[src/rtl/riscv_pkg.sv]
// -----------------------------------------------------------------------------
// riscv_pkg
// Shared constants for the RISC-V core:
//   - NOP_INSN      : canonical NOP (addi x0, x0, 0)
//   - OPC_*         : major opcodes decoded by the control unit
//   - fetch_state_e : instruction-fetch sequencer states
// -----------------------------------------------------------------------------
package riscv_pkg;

    localparam logic [31:0] NOP_INSN = 32'h0000_0013;

    localparam logic [6:0] OPC_LUI    = 7'b0110111;
    localparam logic [6:0] OPC_AUIPC  = 7'b0010111;
    localparam logic [6:0] OPC_JAL    = 7'b1101111;
    localparam logic [6:0] OPC_JALR   = 7'b1100111;
    localparam logic [6:0] OPC_BRANCH = 7'b1100011;
    localparam logic [6:0] OPC_LOAD   = 7'b0000011;
    localparam logic [6:0] OPC_STORE  = 7'b0100011;
    localparam logic [6:0] OPC_OP_IMM = 7'b0010011;
    localparam logic [6:0] OPC_OP     = 7'b0110011;

    typedef enum logic [1:0] {
        FETCH_IDLE  = 2'd0,
        FETCH_REQ   = 2'd1,
        FETCH_WAIT  = 2'd2,
        FETCH_VALID = 2'd3
    } fetch_state_e;

endpackage

[src/rtl/ifetch_ctrl.sv]
// -----------------------------------------------------------------------------
// ifetch_ctrl
// Instruction-fetch sequencer. Owns the PC, issues one-cycle word requests to a
// registered instruction memory, holds the returned instruction and grants the
// control unit a commit window (iready). Counts retired instructions and flags
// fetch timeouts / misaligned next-PC values (sticky until reset).
//
// Ports:
//   clk, rst          clock, asynchronous active-high reset
//   imem_req          one-cycle request pulse (REQ state)
//   imem_addr         word address of the request (== pc)
//   imem_rvalid/rdata read response; only honoured in WAIT
//   pc_next           next PC selected by the datapath
//   stall             holds the current instruction uncommitted
//   pc, ins           PC and instruction currently held for the datapath
//   iready            commit enable (VALID and not stalled)
//   fetch_err         sticky timeout / misalignment flag
//   instret           committed-instruction counter (wraps at 2^32)
// -----------------------------------------------------------------------------
module ifetch_ctrl
    import riscv_pkg::*;
#(
    parameter logic [31:0] RESET_PC = 32'h0000_0000,
    parameter int unsigned TIMEOUT  = 15            // legal range 1..255
) (
    input  logic        clk,
    input  logic        rst,
    output logic        imem_req,
    output logic [31:0] imem_addr,
    input  logic        imem_rvalid,
    input  logic [31:0] imem_rdata,
    input  logic [31:0] pc_next,
    input  logic        stall,
    output logic [31:0] pc,
    output logic [31:0] ins,
    output logic        iready,
    output logic        fetch_err,
    output logic [31:0] instret
);

    // Counter value of the last WAIT cycle before a reissue: the counter runs
    // 0..TIMEOUT-1, so a timeout spends exactly TIMEOUT cycles in WAIT.
    localparam logic [7:0] WAIT_LAST = 8'(TIMEOUT - 1);

    fetch_state_e state_q, state_d;
    logic [31:0]  pc_q, pc_d;
    logic [31:0]  ins_q, ins_d;
    logic [31:0]  instret_q, instret_d;
    logic [7:0]   wait_cnt_q, wait_cnt_d;
    logic         fetch_err_q, fetch_err_d;

    always_comb begin
        // NOTE: every signal assigned here gets a default first, so no path
        // leaves it unassigned and no latch is inferred.
        state_d     = state_q;
        pc_d        = pc_q;
        ins_d       = ins_q;
        instret_d   = instret_q;
        wait_cnt_d  = wait_cnt_q;
        fetch_err_d = fetch_err_q;
        iready      = 1'b0;

        case (state_q)
            FETCH_IDLE: begin
                state_d = FETCH_REQ;
            end

            FETCH_REQ: begin
                wait_cnt_d = 8'd0;
                state_d    = FETCH_WAIT;
            end

            FETCH_WAIT: begin
                if (imem_rvalid) begin
                    ins_d   = imem_rdata;
                    state_d = FETCH_VALID;
                end else if (wait_cnt_q == WAIT_LAST) begin
                    // Reissue the same PC; a late answer to the abandoned
                    // request lands in REQ and is ignored there.
                    fetch_err_d = 1'b1;
                    state_d     = FETCH_REQ;
                end else begin
                    wait_cnt_d = wait_cnt_q + 8'd1;
                end
            end

            FETCH_VALID: begin
                // Combinational grant: the control unit may commit in the same
                // cycle the stall drops.
                iready = ~stall;
                if (!stall) begin
                    pc_d      = {pc_next[31:2], 2'b00};
                    instret_d = instret_q + 32'd1;
                    if (pc_next[1:0] != 2'b00) begin
                        fetch_err_d = 1'b1;
                    end
                    state_d = FETCH_REQ;
                end
            end

            default: begin
                state_d = FETCH_IDLE;
            end
        endcase
    end

    always_ff @(posedge clk or posedge rst) begin
        if (rst) begin
            state_q     <= FETCH_IDLE;
            pc_q        <= RESET_PC;
            ins_q       <= NOP_INSN;
            instret_q   <= 32'd0;
            wait_cnt_q  <= 8'd0;
            fetch_err_q <= 1'b0;
        end else begin
            // NOTE: registers update with non-blocking assignments so every
            // flop samples the pre-edge value of its _d input.
            state_q     <= state_d;
            pc_q        <= pc_d;
            ins_q       <= ins_d;
            instret_q   <= instret_d;
            wait_cnt_q  <= wait_cnt_d;
            fetch_err_q <= fetch_err_d;
        end
    end

    // Moore outputs decoded from registered state.
    assign imem_req  = (state_q == FETCH_REQ);
    assign imem_addr = pc_q;
    assign pc        = pc_q;
    assign ins       = ins_q;
    assign instret   = instret_q;
    assign fetch_err = fetch_err_q;

endmodule

[config.mk]
export PLATFORM = sky130hd
export DESIGN_NAME = ifetch_ctrl
export DESIGN_NICKNAME = d
export VERILOG_FILES = /design/src/rtl/riscv_pkg.sv /design/src/rtl/ifetch_ctrl.sv
export SDC_FILE = /design/constraint.sdc
export NUM_CORES = 1
export LEC_CHECK = 0
export BUFFER_PORTS_ARGS = -buffer_cell sky130_fd_sc_hd__buf_2
export CORE_UTILIZATION = 45
export CTS_BUF_LIST = sky130_fd_sc_hd__clkbuf_4 sky130_fd_sc_hd__clkbuf_8
export DETAILED_ROUTE_END_ITERATION = 8
export PLACE_DENSITY_LB_ADDON = 0.15
export SYNTH_ARGS = -nofsm -noshare
export SYNTH_HDL_FRONTEND = slang
export SYNTH_SLANG_ARGS = --single-unit
[constraint.sdc]
create_clock -name clk -period 4.3 [get_ports clk]
set_clock_uncertainty 0.15 [all_clocks]
set_input_delay 0.86 -clock clk [delete_from_list [all_inputs] [get_ports clk]]
set_output_delay 0.86 -clock clk [all_outputs]
set_load 0.02 [all_outputs]
# Yosys cells after proc, flatten, opt, wreduce, memory -nomap -nowiden
# Index checks and enable logic that the tools add are counted.
# word_totals
register_bits	105
inputBits	68
elab_cells	41
# classes
n_mux	13
n_bitwise	1
add_sub_neg	2
n_reduce_logical	9
eq_ne	10
# op_table
cell	count
32-bit by 1-bit adder with 32-bit output (second input constant)	1
8-bit 2-to-1 mux	2
8-bit case mux with 2 select lines	1
2-bit inequality test (second input constant)	5
8-bit by 1-bit adder with 8-bit output (second input constant)	1
8-bit by 4-bit == test with 1-bit output (second input constant)	1
2-bit case mux with 4 select lines	1
2-bit 2-to-1 mux	3
2-bit AND reduction	3
2-bit nonzero test	3
1-bit 2-to-1 mux	5
5-bit AND reduction	1
2-bit == test (second input constant)	2
3-bit inequality test (second input constant)	1
3-bit AND reduction	1
2-bit by 1-bit == test with 1-bit output (second input constant)	1
2-bit zero test	1
1-bit case mux with 2 select lines	1
1-bit NOT	1

# Depth between registers and ports, before layout
# logic_depth
word_depth	4
mapped_depth	7
depth_no_buf	6

# Worst setup path after synthesis
# No wires, ideal clock.
# synth_timing
path_kind	input to output
start	in stall
end	out iready
slack_ns	1.930
path_stages	3
arrival_time_ns	1.360
path_cell_list	nor2b_1 -> buf_2 -> buf_2
# synth_between
elab_chain_len	2
# synth_lines
item	line_no	source
start, declared	ifetch_ctrl.sv:33	input logic stall,
1-bit NOT (no source line)	n/a	
1-bit 2-to-1 mux	ifetch_ctrl.sv:63	case (state_q)
end, declared	ifetch_ctrl.sv:36	output logic iready,
# No other way between the ends.

# Final worst setup path
# layout_timing
start	reg state_q[1]
end	out iready
# layout_between
elab_chain_len	2
# layout_lines
item	line_no	source
start, declared	ifetch_ctrl.sv:45	fetch_state_e state_q, state_d;
start signal, assigned	ifetch_ctrl.sv:118	state_q <= state_d;
2-bit == test	ifetch_ctrl.sv:63	
1-bit 2-to-1 mux	ifetch_ctrl.sv:63	
# No other way between the ends.

==> results.md <==
- The total congestion overflow after global routing is 0.
- The flow ran to the end, and the final reports show no timing, DRC or antenna violations.
- The sink count of the clock tree is 105.
- The clock insertion delay at the later pin of the skew report is 0.36 ns.
- TritonCTS built the clock tree.
- The peak ir drop on the vdd network is 362.4 uV.
- The proportion of synthesized chip area in sequential cells is 0.5447.
- The fraction of layout instances using a drive strength above 1 is 0.5478.
- Of the available clock period, the critical path in the final layout requires 0.5830.
- Across all setup checks in the final design, the least slack found is 1.793 ns.
- The die boundary height is 105.6 um.
- The top fanout value on the critical path is 6.
- STA puts the critical path data required time at 3.29 ns.
- The worst setup path is launched from a flip-flop.
- The max-slew headroom at the worst pin is 0.5931.
- Counting flops with a built-in enable in the synthesized netlist gives 0.
- After clock tree synthesis, the clock-pin slew on the worst setup and hold paths is 0.10 ns.
- OpenSTA, run right after detailed placement, puts the worst setup slack at 1.861 ns.
- The number of antenna violations at the first check in global routing was 0.
- Including well taps, the total number of placed cells is 664.
- The full die area is 11150 um2.
- The sequential share of power is 0.405.
- The first-pass GRT wire length is 15970 um.
- Routability-driven placement finished with a final weighted congestion of 0.7686.
- For this design the ratio of total power to cell area is 639.9 nW/um2.
- The final wirelength is between 9000 and 10000 um.
- Among all flip-flop cells after synthesis, the most frequent one is sky130_fd_sc_hd__dfrtp_1.
- The largest area contributor in the synthesized netlist is sky130_fd_sc_hd__dfrtp_1.
- In the global route stage, overall resource usage came out at 0.1799.
- Leaving out filler cells and counting taps, the final layout contains 680.
- The leakage component of the power is 3.013 nW.
- The area added between synthesis and finish is 21.76%.
- The internal power is between 0.002 and 0.0025 W.
- The mean post-synth cell area is between 10 and 15 um2.
- The mean routed wirelength per cell is ~14 um.
- In the synthesized netlist the async set-or-reset flop fraction comes to 1.000.
- Data arrives at the worst endpoint at 1.50 ns.
- At the pin with the least slew margin, the transition time is around 0.6 ns.
- By startpoint and endpoint, the worst setup path is classified as flip-flop to output pin.
- In this run, CTS created clock tree buffers numbering 9.
- The gate count of the mapped netlist is about 380.
- Timing would allow up to 398.9 MHz.
- The number of storage elements in the synthesis netlist is 105.
- The standard-cell row count is 37.
- After detailed routing, the number of remaining DRC violations is 0.
- The synthesized netlist occupies a cell area of 4831 um2.
- Counting distinct cell types in the post-synthesis netlist gives 44.
- Counting along the longest clock path gives a buffer depth of 2.
- In this run the horizontal extent of the chip is roughly 110 um.
- The ratio of routed vias to standard cells is 4.978.
- The number of warnings printed during yosys synthesis is 0.
- The max-capacitance violation count is 0.
- The repair_antennas step left the layout with diodes totalling 0.
- The initial standard-cell utilization of the core is 0.4659.
- The detailed router finished its first iteration with 114 violations.
- The wire-length estimate of the detail-placed layout is just over 7000 um.
- The number of global-route vias before repair is 3374.
- The total count of hold-check failures in the final report is 0.
- Of the total power, the clock network draws 0.158.
- The area share of the largest cell type after synthesis is 0.5284.
- The max-slew violation count is 0.
- Adding up every negative setup slack in the final design gives 0 ns.
- Setup repair after global routing left no endpoint under its margin.
- Sorting the synthesized cells by area gives the leading types as sky130_fd_sc_hd__dfrtp_1, sky130_fd_sc_hd__mux2_2, sky130_fd_sc_hd__buf_4.
- In this run the tool buffered the top-level ports with 194 buffer cells.
- After clock tree synthesis, the flow added hold-fix buffers numbering 0.
- The shortest clock period the worst path allows after layout is roughly 2.5 ns.
- In this run the worst hold path is classified as flip-flop to flip-flop.
- During I/O placement, the number of pins put on the boundary was 199.
- The net switching power of the design is 0.001548 W.
- The final layout contains approximately 600 nets.
- The final route contains 3385 vias.
- The number of setup buffers added after CTS is 0.
- The maximum number of pins on one net before global-route repair is 51.
- The cell sitting at the root of the clock tree is a sky130_fd_sc_hd__clkbuf_8.
- In this run, post-CTS repair resized a total of 0 instances.
- The count of final setup violators is 0.
- The first TritonRoute pass finished after 4 iterations.
- Of the total power, the share spent switching nets is 0.4112.
- The total power draw is 0.003764 W.
- After floorplanning, the core was sized to cover 10370 um2.
- The endpoint type of the worst setup path is an output pin.
- The part of the power in combinational logic is 0.437.
- The H-tree depth reported by CTS is 3.
- The remaining antenna violation count is 0.
registers in the layout, indices dropped and copies added, names as in the netlist:
name and flops:
ins 32, fetch_err 1, instret 32, imem_addr 30, wait_cnt_q 8, state_q 2
cells in the mapped netlist (2+ instances only):
| master | number |
|---|---|
| sky130_fd_sc_hd__a21oi_1 | 2 |
| sky130_fd_sc_hd__and3_1 | 2 |
| sky130_fd_sc_hd__and4_1 | 3 |
| sky130_fd_sc_hd__buf_2 | 8 |
| sky130_fd_sc_hd__buf_4 | 34 |
| sky130_fd_sc_hd__buf_6 | 3 |
| sky130_fd_sc_hd__clkbuf_1 | 4 |
| sky130_fd_sc_hd__dfrtp_1 | 102 |
| sky130_fd_sc_hd__dfstp_2 | 3 |
| sky130_fd_sc_hd__ha_1 | 6 |
| sky130_fd_sc_hd__inv_1 | 6 |
| sky130_fd_sc_hd__mux2_2 | 64 |
| sky130_fd_sc_hd__nand2_1 | 20 |
| sky130_fd_sc_hd__nand2b_1 | 3 |
| sky130_fd_sc_hd__nand3_1 | 16 |
| sky130_fd_sc_hd__nand4_1 | 7 |
| sky130_fd_sc_hd__nand4_2 | 2 |
| sky130_fd_sc_hd__nand4b_1 | 2 |
| sky130_fd_sc_hd__nor2_1 | 8 |
| sky130_fd_sc_hd__nor2b_1 | 2 |
| sky130_fd_sc_hd__nor3_1 | 4 |
| sky130_fd_sc_hd__nor4_1 | 3 |
| sky130_fd_sc_hd__nor4_2 | 7 |
| sky130_fd_sc_hd__nor4_4 | 2 |
| sky130_fd_sc_hd__o211ai_1 | 5 |
| sky130_fd_sc_hd__o21ai_0 | 4 |
| sky130_fd_sc_hd__o41ai_1 | 2 |
| sky130_fd_sc_hd__or2_1 | 3 |
| sky130_fd_sc_hd__or4_1 | 4 |
| sky130_fd_sc_hd__xnor2_1 | 16 |
| sky130_fd_sc_hd__xor2_1 | 15 |
cell usage in the layout, fill, tap and decap left out, drive strengths merged, types with 5 or more instances in the layout:
cell type    n
buf        199
clkbuf      10
dfrtp      102
ha           6
inv          9
mux2        64
nand2       20
nand3       17
nand4        9
nor2         8
nor4        12
o211ai       5
xnor2       16
xor2        15
per-stage QoR:
stage | area, um2 | util | hold slack, ns
6_report | 5882 | 0.5672 | 0.3428
2_1_floorplan | 4842 | - | 0.3214
3_5_place_dp | 5687 | 0.5484 | 0.3237
4_1_cts | 5882 | 0.5672 | 0.3379
5_1_grt | 5882 | 0.5672 | 0.3647
3_3_place_gp | 5687 | 0.5484 | 0.3114
power by group through the flow:
stage / Sequential [W] / Combinational [W] / Clock (W)
after global placement: 0.00152 / 0.00165 / 0
after detailed placement: 0.00155 / 0.00167 / 0
after global routing: 0.00157 / 0.00175 / 0.000657
after floorplan: 0.00192 / 0.000884 / 0
after CTS: 0.00153 / 0.00167 / 0.000627
final: 0.00152 / 0.00165 / 0.000596
final cells by class:
cell class                      instances  area [um2]
Tap cell                              136       170.2
Inverter                                6       25.02
Sequential cell                       105        2631
Timing Repair Buffer                  199        1008
Clock buffer                           10       137.6
Fill cell                             936        4488
Clock inverter                          6       57.56
Multi-Input combinational cell        218        1852
layer usage:
layer,up-vias,GRT usage,routed length (um)
met3,6,0.04205,542
met2,111,0.3144,5003
li1,1599,-,-
met5,-,0,0
met1,1669,0.2215,4185
met4,0,0.05357,78
cell families after synthesis:
group / Yosys count / synth area share
AO/OA/AOI/OAI: 18 / 0.02616
XOR/XNOR: 31 / 0.05620
adder cells (fa/ha/maj): 6 / 0.01554
buffers and inverters: 55 / 0.07588
flip-flops: 105 / 0.5447
multiplexers: 65 / 0.1513
other: 1 / 0.0007763
AND/OR/NAND/NOR: 94 / 0.1295
critical path, stage by stage, from the launching register on:
cell and delay [ns]:
sky130_fd_sc_hd__dfrtp_1 0.40, sky130_fd_sc_hd__ha_1 0.34, sky130_fd_sc_hd__nor2b_4 0.21, sky130_fd_sc_hd__buf_2 0.18
path summary, 6_finish.rpt:
check	cells past startpoint	endpoint	slack, ns	start
max in group asynchronous	3	ins[1]$_DFFE_PP1P_	2.73	rst
hold / removal	1	instret[31]$_DFFE_PP0P_	0.34	instret[31]$_DFFE_PP0P_
setup / recovery	3	iready	1.79	state_q[1]$_DFFE_PP0P_
min in group asynchronous	2	instret[5]$_DFFE_PP0P_	0.43	rst
setup reg to reg	5	ins[5]$_DFFE_PP0P_	2.04	state_q[0]$_DFFE_PP0P_
hold reg to reg	1	instret[31]$_DFFE_PP0P_	0.34	instret[31]$_DFFE_PP0P_
Power figures use the tool's default switching activity.
